`src/rtl/lvg_sequencer.sv`:
```
// Instruction sequencer and timing controller for the lvg matmul datapath.
// Decodes load/store/matmul opcodes and drives the sys/dis/agg count schedule.
module lvg_sequencer #(
   parameter int N         = 4,
   parameter int CW        = 8,
   parameter int DIS_START = N + 1,
   parameter int ACT_LAT   = 1
) (
   input  logic          clk,
   input  logic          rst,
   input  logic [7:0]    instr,
   input  logic          instr_valid,
   output logic          instr_ready,
   output logic          load_l,
   output logic          load_r,
   output logic          load_a,
   output logic          store_en,
   output logic [CW-1:0] sys_count,
   output logic [CW-1:0] dis_count,
   output logic [CW-1:0] agg_count,
   output logic          agg_act_sel,
   output logic          should_add,
   output logic          should_act,
   output logic          sys_rst,
   output logic          busy,
   output logic          done,
   output logic          err
);

   localparam logic [0:0] ST_IDLE = 1'b0;
   localparam logic [0:0] ST_RUN  = 1'b1;

   localparam logic [7:0] OP_LOAD_L     = 8'd1;
   localparam logic [7:0] OP_LOAD_R     = 8'd2;
   localparam logic [7:0] OP_LOAD_A     = 8'd3;
   localparam logic [7:0] OP_STORE      = 8'd4;
   localparam logic [7:0] OP_MUL        = 8'd5;
   localparam logic [7:0] OP_MUL_ADD    = 8'd6;
   localparam logic [7:0] OP_MUL_ACT    = 8'd7;
   localparam logic [7:0] OP_MUL_ADD_AC = 8'd8;

   logic [0:0]    state_r;
   logic          load_l_r, load_r_r, load_a_r, store_en_r;
   logic [CW-1:0] sys_count_r, dis_count_r, agg_count_r;
   logic          should_add_r, should_act_r;
   logic          sys_rst_r, busy_r, done_r, err_r;

   logic [CW-1:0] next_k_s;
   logic [CW-1:0] kend_s;
   int            lat_s;

   // Dispatcher row index for feed index k (0 outside the dispatch window).
   function automatic logic [CW-1:0] dis_at(input int k);
      if (k >= DIS_START && k <= DIS_START + N - 1) begin
         dis_at = CW'(k - DIS_START + 1);
      end else begin
         dis_at = {CW{1'b0}};
      end
   endfunction

   // Aggregator row index: the dispatcher index from lat cycles earlier.
   function automatic logic [CW-1:0] agg_at(input int k, input int lat);
      if (k - lat >= 1) begin
         agg_at = dis_at(k - lat);
      end else begin
         agg_at = {CW{1'b0}};
      end
   endfunction

   // Schedule helpers derived from the current run's activation mode.
   always_comb begin
      next_k_s = sys_count_r + {{(CW-1){1'b0}}, 1'b1};
      if (should_act_r) begin
         lat_s = 1 + ACT_LAT;
      end else begin
         lat_s = 1;
      end
      kend_s = CW'(DIS_START + N + lat_s);
   end

   // Main sequencer: decode in IDLE, step the count schedule in RUN.
   always_ff @(posedge clk) begin
      if (rst) begin
         state_r      <= ST_IDLE;
         load_l_r     <= 1'b0;
         load_r_r     <= 1'b0;
         load_a_r     <= 1'b0;
         store_en_r   <= 1'b0;
         sys_count_r  <= {CW{1'b0}};
         dis_count_r  <= {CW{1'b0}};
         agg_count_r  <= {CW{1'b0}};
         should_add_r <= 1'b0;
         should_act_r <= 1'b0;
         sys_rst_r    <= 1'b1;
         busy_r       <= 1'b0;
         done_r       <= 1'b0;
         err_r        <= 1'b0;
      end else begin
         load_l_r   <= 1'b0;
         load_r_r   <= 1'b0;
         load_a_r   <= 1'b0;
         store_en_r <= 1'b0;
         sys_rst_r  <= 1'b0;
         done_r     <= 1'b0;
         err_r      <= 1'b0;
         case (state_r)
            ST_IDLE: begin
               if (instr_valid) begin
                  case (instr)
                     OP_LOAD_L: load_l_r   <= 1'b1;
                     OP_LOAD_R: load_r_r   <= 1'b1;
                     OP_LOAD_A: load_a_r   <= 1'b1;
                     OP_STORE:  store_en_r <= 1'b1;
                     OP_MUL, OP_MUL_ADD, OP_MUL_ACT, OP_MUL_ADD_AC: begin
                        should_add_r <= (instr == OP_MUL_ADD) || (instr == OP_MUL_ADD_AC);
                        should_act_r <= (instr == OP_MUL_ACT) || (instr == OP_MUL_ADD_AC);
                        state_r      <= ST_RUN;
                        busy_r       <= 1'b1;
                        sys_count_r  <= {{(CW-1){1'b0}}, 1'b1};
                        dis_count_r  <= dis_at(1);
                        agg_count_r  <= {CW{1'b0}};
                     end
                     default: err_r <= 1'b1;
                  endcase
               end
            end
            ST_RUN: begin
               if (sys_count_r == kend_s) begin
                  state_r     <= ST_IDLE;
                  busy_r      <= 1'b0;
                  sys_count_r <= {CW{1'b0}};
                  dis_count_r <= {CW{1'b0}};
                  agg_count_r <= {CW{1'b0}};
               end else begin
                  sys_count_r <= next_k_s;
                  dis_count_r <= dis_at(int'(next_k_s));
                  agg_count_r <= agg_at(int'(next_k_s), lat_s);
                  // Completion cycle also clears the array for the next run.
                  if (next_k_s == kend_s) begin
                     done_r    <= 1'b1;
                     sys_rst_r <= 1'b1;
                  end
               end
            end
            default: begin
               state_r <= ST_IDLE;
               busy_r  <= 1'b0;
            end
         endcase
      end
   end

   assign instr_ready = (state_r == ST_IDLE) && !rst;
   assign load_l      = load_l_r;
   assign load_r      = load_r_r;
   assign load_a      = load_a_r;
   assign store_en    = store_en_r;
   assign sys_count   = sys_count_r;
   assign dis_count   = dis_count_r;
   assign agg_count   = agg_count_r;
   assign agg_act_sel = should_act_r;
   assign should_add  = should_add_r;
   assign should_act  = should_act_r;
   assign sys_rst     = sys_rst_r;
   assign busy        = busy_r;
   assign done        = done_r;
   assign err         = err_r;

endmodule
```
`config.mk`:
```
export PLATFORM = sky130hd
export DESIGN_NAME = lvg_sequencer
export DESIGN_NICKNAME = d
export VERILOG_FILES = /design/src/rtl/lvg_sequencer.sv
export SDC_FILE = /design/constraint.sdc
export NUM_CORES = 1
export LEC_CHECK = 0
export BUFFER_PORTS_ARGS = -buffer_cell sky130_fd_sc_hd__buf_2
export CAP_MARGIN = 10
export CORE_ASPECT_RATIO = 1.1
export CORE_MARGIN = 3
export CORE_UTILIZATION = 45
export DETAILED_ROUTE_END_ITERATION = 12
export PLACE_DENSITY = 0.69
export SLEW_MARGIN = 5
export SYNTH_ARGS = -nofsm -noshare
export SYNTH_HDL_FRONTEND = slang
export SYNTH_SLANG_ARGS = --single-unit
```
`constraint.sdc`:
```
create_clock -name clk -period 5.92 [get_ports clk]
set_clock_uncertainty 0.2 [all_clocks]
set_input_delay 0.296 -clock clk [delete_from_list [all_inputs] [get_ports clk]]
set_output_delay 0.296 -clock clk [all_outputs]
set_load 0.05 [all_outputs]
```
==> results of run 1 <==
[metrics by stage]
step	power [W]	hold WS, ps	utilization [%]
4_1_cts	0.000447	17.2	56.0
5_1_grt	0.000458	20.2	56.0
3_3_place_gp	0.000272	236	53.8
3_5_place_dp	0.000273	241	53.8
2_1_floorplan	0.000263	172	-
6_report	0.000439	26.9	56.0
[per-layer routing]
metal  vias up  wire length, um  part of all wire [%]
li1        888                -                     -
met4         0               61                   1.4
met5         -                0                     0
met1       788             1940                    46
met3         6              255                   6.0
met2        42             1990                    47
[final cells by class]
class / count / area (um^2) / area share, %
Clock buffer: 5 / 68.8 / 3.03
Clock inverter: 3 / 20.0 / 0.882
Inverter: 12 / 45.0 / 1.98
Multi-Input combinational cell: 173 / 1130 / 49.9
Sequential cell: 35 / 701 / 30.9
Tap cell: 52 / 65.1 / 2.87
Timing Repair Buffer: 47 / 238 / 10.5
[power breakdown]
part | internal (W) | total [W] | switching, W
combinational | 0.0000106 | 0.0000302 | 0.0000197
sequential | 0.000236 | 0.000237 | 0.000000523
clock | 0.0000817 | 0.000172 | 0.0000898
total | 0.000329 | 0.000439 | 0.000110
[Yosys cell counts (2+ instances only)]
master / count / area (um^2)
o211ai_1: 3 / 22.5
xnor2_1: 6 / 52.6
clkbuf_1: 7 / 26.3
nor2b_1: 8 / 50.1
and2_1: 2 / 12.5
nor3_1: 6 / 30.0
xor2_1: 5 / 43.8
ha_1: 11 / 138
a211o_1: 2 / 17.5
a21o_1: 2 / 15.0
nor2_1: 24 / 90.1
o21ai_1: 8 / 40.0
nor3b_1: 3 / 22.5
nor4b_1: 2 / 17.5
nand3_1: 7 / 35.0
mux2i_1: 5 / 50.1
nand2_1: 23 / 86.3
dfxtp_1: 35 / 701
a211oi_1: 2 / 15.0
nand2b_1: 2 / 12.5
o21a_1: 2 / 15.0
inv_1: 11 / 41.3
nand4_1: 5 / 31.3
o21ai_0: 6 / 30.0
or3_1: 3 / 18.8
a21oi_1: 12 / 60.1
a22oi_1: 9 / 67.6
[logic make-up after synthesis]
family,after synthesis
simple gates,93
fa+ha+maj,12
buf+inv,23
xor+xnor,12
flops,35
compound gates,51
mux,5
[cells in the final DEF, fill, tap and decap left out, drive strengths merged, types with 8 or more instances in the layout]
| cell type | count |
|---|---|
| a21oi | 12 |
| a22oi | 9 |
| buf | 47 |
| dfxtp | 35 |
| ha | 11 |
| inv | 12 |
| nand2 | 23 |
| nor2 | 24 |
| nor2b | 8 |
| o21ai | 14 |
[worst max-delay path, cell delays in order, from the launching register on]
cell	delay, ps
dfxtp_1	480
inv_1	150
ha_1	400
fa_1	500
xnor2_1	360
inv_1	140
ha_1	230
o21ai_0	220
a211oi_1	100
a211oi_1	310
o21ai_1	110
[worst paths after layout]
| path | start | to | cells after the start |
|---|---|---|---|
| worst max-delay path | sys_count[0] | agg_count[4] | 10 |
| worst min-delay path | instr_valid | err | 3 |
| worst max register to register | sys_count[0] | agg_count[4] | 10 |
| worst min register to register | agg_count[2] | agg_count[2] | 2 |
==> impl_metrics.toml, run 1 <==
[status]
status = "completed"

[synth]
synth_compound_area_share_pct = 17.3
synth_top_family_by_area = "simple AND/OR/NAND/NOR gates"
synth_adder_area_share_pct = 8.16
synth_mux_area_share_pct = 2.59
synth_edf_count = 0
syn_area_um2 = 1930
synth.ff_latch_count = 35
avgSynthCellArea_um2 = 8.36
synth_ff_type = "dfxtp_1"
ys_warn_count = 0
syn-num-nets = 254
yosysUniqueCellTypes = 47
synthSimpleGateAreaFrac_pct = 24.7
synth_xor_area_share_pct = 5.83
yosysSeqAreaShare_pct = 36.3
synthCells = 231
async_reset_ff_share_pct = 0

[die]
die-area_um2 = 5120
initial_core_util_pct = 47.7
coreArea_um2 = 4050
fp.dieW_um = 68.5
io_pins = 47
die_h_um = 74.7
row_count = 24

[grt]
top_usage_layer = "met2"
grt_pass1_wl_um = 6690
grtUsageTotal_pct = 17.4
antenna_found_initial = 0
met1_usage_pct = 21.0
grt_max_degree = 24
grt-ovfl-total = 0
first_global_vias = 1490
grtUsageMet3_pct = 5.37
grt_use_met2_pct = 29.1

[sta]
fin_crit_sh_pct = 55.9
setup_viol = 0
period_needed_ps = 3310
drv_slew = 0
hold_viol_final = 0
setup-tns-final_ps = 0
fmax_mhz = 302
maxSlewHeadroom_pct = 55.4
rsz0062_at_grt = "false"
worst_pin_slew_ps = 664
setup_ws_ps = 2610

[cells_and_area]
nFillCells = 377
syn_to_final_growth_pct = 17.5
fin_area_um2 = 2270
drive_above_1_share_pct = 22.5
fin_cells = 327
antennaDiodeCount = 0
finalNetCount = 297

[clock_network]
ctsHoldBuffers = 0
cts_tree = "done"
cts_sinks = 35
root_buffer = "clkbuf_8"
cts_resized = 0
htree_levels = 2
clockBufferDepth = 2
clkTransAtPathRegs_ps = 70
cts_made_buffers = 5
clk_latency_ps = 290
postCtsSetupRepairBufs = 0

[place]
gp_congestion = 0.849
pre_cts_ws_ps = 2620
place_area_um2 = 2180
dp.cells = 319
hpwlAfterDp_um = 3250
port_buffers = 46

[drt]
ant_nets = 0
routed_wirelength_um = 4250
drt_first_pass_iters = 4
wire_per_inst_um = 13.0
vias_per_cell = 5.27
num_vias = 1724
drc = 0
dr.first_iter.drc_count = 78

[critical_path]
crit_arrival_ps = 3280
required_ps = 5890
worstPathMaxFanout = 9
crit_type = "register to register"
r2r_slack_ps = 2610
endpoint_kind = "register"
crit_path_start_kind = "register"

[power]
peakVddDrop_mv = 0.115
p_per_area_nw_per_um2 = 193
p_leak_nw = 0.995

[hold_path]
min_path_type = "input pin to register"

[job]
drv_cap = 0
Note: power is estimated with default switching activity, not from simulation.
==> run 2: changes to the inputs <==
--- a/config.mk
+++ b/config.mk
@@ -11,7 +11,7 @@
 export CORE_MARGIN = 3
 export CORE_UTILIZATION = 45
 export DETAILED_ROUTE_END_ITERATION = 12
-export PLACE_DENSITY = 0.69
+export PLACE_DENSITY = 0.72
 export SLEW_MARGIN = 5
 export SYNTH_ARGS = -nofsm -noshare
 export SYNTH_HDL_FRONTEND = slang
==> constraint.sdc (replaced) <==
create_clock -name clk -period 3 [get_ports clk]
set_clock_uncertainty 0.2 [all_clocks]
set_input_delay 0.15 -clock clk [delete_from_list [all_inputs] [get_ports clk]]
set_output_delay 0.15 -clock clk [all_outputs]
set_load 0.05 [all_outputs]
==> run 2 against run 1 <==
  * Core utilization increased by 5.2 points
  * Maximum frequency grew 15%
  * Clock power is 110% higher
  * Sequential power is 96% higher
  * Sequential cell count unchanged
  * Final cell count grew 5.5%
  * Combinational power is 130% higher
  * Power grew 100%
  * Critical path depth increased by 2
  * Register-to-register slack worse by 2500 ps
  * Routed wire length grew 9.1%
  * Critical endpoint is now agg_count[6]
==> impl_metrics.toml, run 2 (synthesized netlist as in run 1, its figures left out) <==
[cells_and_area]
final_util_pct = 61.1
fin_area_um2 = 2480
finalNetCount = 315
multi_input_area_um2 = 1180
layout_common_cells = "46 x buf_2, 33 x dfxtp_1, 24 x nor2_1, 23 x nand2_1, 14 x buf_4"
drive_above_1_share_pct = 28.0
nFillCells = 373
register_area_um2 = 708
syn_to_final_growth_pct = 28.3
final_common_cell = "buf_2"
antennaDiodeCount = 0

[power]
p_per_area_nw_per_um2 = 360
p_leak_nw = 1.10
peakVddDrop_mv = 0.227

[drt]
num_vias = 1801
dr.first_iter.drc_count = 78
routed_wirelength_um = 4630
drc = 0
ant_nets = 0
drt_first_pass_iters = 4
vias_per_cell = 5.22
wire_per_inst_um = 13.4

[clock_network]
cts_tree = "done"
cts_sinks = 35
clkTransAtPathRegs_ps = 70
htree_levels = 2
root_buffer = "clkbuf_8"
clockBufferDepth = 2
cts_made_buffers = 5
clk_latency_ps = 290

[critical_path]
critPathMostFrequentCell = "ha_1"
path_buf_inv = 1
required_ps = 3010
crit_arrival_ps = 2890
crit_type = "register to register"
crit_family = "adder cells"
cp_cell_sequence = "inv_1 -> ha_4 -> ha_1 -> nor2b_1 -> nor3_2 -> xnor2_2 -> ha_1 -> nand2_1 -> a22o_1 -> mux2i_2 -> o2111ai_4 -> o21ai_1"
crit_path_start_kind = "register"
worstPathMaxFanout = 8
endpoint_kind = "register"
slowest_delay_ps = 380
cp_slowest_cell = "dfxtp_4"

[sta]
drv_slew = 0
maxSlewHeadroom_pct = 63.9
period_needed_ps = 2880
fin_crit_sh_pct = 95.9
fmax_mhz = 347
hold_viol_final = 0
setup_viol = 0
fin_hold_ws_ps = 21.5
worst_pin_slew_ps = 540

[grt]
grt_max_degree = 24
antenna_found_initial = 0
grtUsageTotal_pct = 18.5
grt-ovfl-total = 0
first_global_vias = 1488
grt_pass1_wl_um = 7050

[die]
die_h_um = 74.7
die-area_um2 = 5120
row_count = 24
fp.dieW_um = 68.5
coreArea_um2 = 4050
initial_core_util_pct = 47.7
io_pins = 47

[place]
port_buffers = 46
gp_congestion = 0.853
place_area_um2 = 2260
hpwlAfterDp_um = 3360

[job]
drv_cap = 0

[hold_path]
min_path_type = "input pin to register"

[status]
status = "completed"
## run 2: cell types whose count changed in the layout (fill, tap and decap cells not counted), sizes merged
cell / previous run / this run
clkinvlp: 2 / 0
buf: 47 / 60
dlygate4sd3: 0 / 5
clkbuf: 5 / 7
## run 2: final cells by class
cell class	count	share of cell area, %
timing repair buffer	65	15.5
multi-input combinational	173	47.6
tap	52	2.62
sequential	35	28.6
clock inverter	1	0.353
inverter	12	1.82
clock buffer	7	3.48
## run 2: report_power, final
part	internal, W	switching (W)
Clock	0.000188	0.000170
Sequential	0.000465	0.000000744
Combinational	0.0000272	0.0000422
## run 2: layer usage
layer	vias to the layer above	GRT usage, %	wire length (um)
met5	-	0	0
met4	0	7.28	71
met3	6	4.48	229
met2	42	29.8	2340
met1	825	23.7	1990
li1	928	-	-
## run 2: worst paths after layout
path / to / slack, ps / cells past startpoint / startpoint
setup / recovery: agg_count[6] / 120 / 12 / sys_count[1]
hold / removal: load_a / 20 / 3 / instr[2]
setup reg to reg: agg_count[6] / 120 / 12 / sys_count[1]
hold reg to reg: agg_count[0] / 240 / 2 / agg_count[0]
## run 2: worst register-to-register path: cells and delay by family (launching register included)
kind	cells	cell delay [ps]
adder cells (fa/ha/maj)	3	690
buffers and inverters	1	80
flip-flops	1	380
AND/OR/NAND/NOR	3	460
AO/OA/AOI/OAI	3	600
XOR/XNOR	1	180
multiplexers	1	210
## run 2: repair_timing
item	4_1_cts	5_1_grt
gates resized for setup	1	5
pin swaps	1	2
buffers inserted	0	4
setup endpoints to repair	2	8
endpoints found under the hold margin	5	0
hold buffers	5	0
## run 2: through the flow
step / worst slack (ps) / instances / TNS, ps / power, W
after floorplan: 13.0 / 231 / 0 / 0.000518
after global placement: 132 / 328 / 0 / 0.000538
after detailed placement: -23.2 / 328 / -34.5 / 0.000538
after CTS: 11.8 / 341 / 0 / 0.000901
after global routing: -34.9 / 345 / -103 / 0.000928
final: 122 / 345 / 0 / 0.000893
==> run 3: changes to the inputs <==
--- a/config.mk
+++ b/config.mk
@@ -12,6 +12,7 @@
 export CORE_UTILIZATION = 45
 export DETAILED_ROUTE_END_ITERATION = 12
 export PLACE_DENSITY = 0.72
+export RECOVER_POWER = 100
 export SLEW_MARGIN = 5
 export SYNTH_ARGS = -nofsm -noshare
 export SYNTH_HDL_FRONTEND = slang
==> run 3 against run 2 <==
  * Maximum frequency fell by 0.32%
  * Combinational power fell by 2%
  * Core utilization fell by 1.3 points
  * Routed wire length fell by 0.11%
  * Final cell count did not move
  * Register-to-register slack barely moved
  * Global-route usage did not move
  * Sequential share of layout area rose by 0.60 points
  * Critical endpoint is now agg_count[7]
  * Largest cell class unchanged
  * Highest routed layer unchanged
==> impl_metrics.toml, run 3 (synthesized netlist as in run 1, its figures left out) <==
[sta]
fin_crit_sh_pct = 96.2
drv_slew = 0
period_needed_ps = 2890
worst_pin_slew_ps = 611
fin_hold_ws_ps = 24.1
maxSlewHeadroom_pct = 59.4
setup_viol = 0
hold_viol_final = 0
fmax_mhz = 346

[drt]
wire_per_inst_um = 13.4
vias_per_cell = 5.20
drt_first_pass_iters = 4
dr.first_iter.drc_count = 74
num_vias = 1795
ant_nets = 0
drc = 0
routed_wirelength_um = 4630

[cells_and_area]
drive_above_1_share_pct = 14.3
final_common_cell = "clkbuf_1"
fin_area_um2 = 2430
layout_common_cells = "40 x clkbuf_1, 33 x dfxtp_1, 24 x nor2_1, 23 x nand2_1, 13 x buf_4"
antennaDiodeCount = 0
finalNetCount = 315
syn_to_final_growth_pct = 25.6

[critical_path]
required_ps = 3020
crit_arrival_ps = 2910
slowest_delay_ps = 360
crit_path_start_kind = "register"
crit_family = "compound AO/OA/AOI/OAI gates"
crit_type = "register to register"
cp_cell_sequence = "buf_4 -> ha_1 -> xnor2_2 -> inv_2 -> nor3_2 -> xnor2_2 -> ha_1 -> nand2_1 -> a22o_1 -> mux2i_2 -> o2111ai_4 -> o21ai_0"
endpoint_kind = "register"
cp_slowest_cell = "dfxtp_4"
path_buf_inv = 2
worstPathMaxFanout = 8

[place]
gp_congestion = 0.853
place_area_um2 = 2260
hpwlAfterDp_um = 3360
port_buffers = 46

[power]
switchingPower_w = 0.000213
peakVddDrop_mv = 0.226
p_seq_share_pct = 52.2
clkPwrFrac_pct = 40.2
p_per_area_nw_per_um2 = 367
p_int_w = 0.000678
p_leak_nw = 0.940
swShare_pct = 23.9
comb_power_share_pct = 7.6

[grt]
first_global_vias = 1488
grtUsageTotal_pct = 18.5
grt_pass1_wl_um = 7050
grt-ovfl-total = 0
antenna_found_initial = 0
grt_max_degree = 24

[clock_network]
clkTransAtPathRegs_ps = 70
cts_tree = "done"
cts_made_buffers = 5
clockBufferDepth = 2
htree_levels = 2
cts_sinks = 35
clk_latency_ps = 290
root_buffer = "clkbuf_8"

[die]
initial_core_util_pct = 47.7
die-area_um2 = 5120
io_pins = 47
row_count = 24
die_h_um = 74.7
coreArea_um2 = 4050
fp.dieW_um = 68.5

[job]
drv_cap = 0

[status]
status = "completed"

[hold_path]
min_path_type = "input pin to register"
==> run 3: repair_timing <==
action,CTS,global route
gates cloned,0,0
hold endpoints to repair,5,0
setup endpoints to repair,2,8
pin swaps,1,2
hold buffers,5,0
resized for setup,1,5
setup buffers,0,4
==> run 3: path summary, 6_finish.rpt <==
| kind | slack, ps | cells after the start | endpoint | start |
|---|---|---|---|---|
| worst max-delay path | 110 | 12 | agg_count[7] | sys_count[0] |
| worst min-delay path | 20 | 3 | load_a | instr[2] |
| worst max register to register | 110 | 12 | agg_count[7] | sys_count[0] |
| worst min register to register | 250 | 2 | agg_count[0] | agg_count[0] |
==> run 3: cell type report <==
type	instances	area, um^2
Sequential cell	35	708
Tap cell	52	65.1
Timing Repair Buffer	65	334
Clock inverter	1	8.76
Inverter	12	45.0
Multi-Input combinational cell	173	1180
Clock buffer	7	86.3
Fill cell	393	1630
==> run 3: worst min-delay path, stage by stage <==
cell	delay [ps]
buf_2	120
or3_1	150
nor2_1	50
==> run 3: power by group through the flow <==
| stage | clock [W] | sequential [W] | combinational [W] |
|---|---|---|---|
| 2_1_floorplan | 0 | 0.000483 | 0.0000353 |
| 4_1_cts | 0.000369 | 0.000465 | 0.0000668 |
| 5_1_grt | 0.000387 | 0.000465 | 0.0000749 |
| 3_3_place_gp | 0 | 0.000476 | 0.0000615 |
| 3_5_place_dp | 0 | 0.000476 | 0.0000622 |
| 6_report | 0.000358 | 0.000465 | 0.0000681 |
==> run 3: routing by layer <==
metal,vias up,GRT usage (%),wire (um)
li1,925,-,-
met1,827,23.7,2010
met2,37,29.8,2310
met3,6,4.48,231
met4,0,7.28,73
met5,-,0,0
==> run 3: per-stage QoR <==
step / power [W] / std cells / worst slack, ps / utilization (%) / setup TNS [ps]
final: 0.000892 / 345 / 113 / 59.9 / 0
after global routing: 0.000927 / 345 / -29.8 / 59.9 / -119
after CTS: 0.000901 / 341 / 11.8 / 59.5 / 0
after detailed placement: 0.000538 / 328 / -23.2 / 55.8 / -34.5
after global placement: 0.000538 / 328 / 132 / 55.8 / 0
after floorplan: 0.000518 / 231 / 13.0 / - / 0
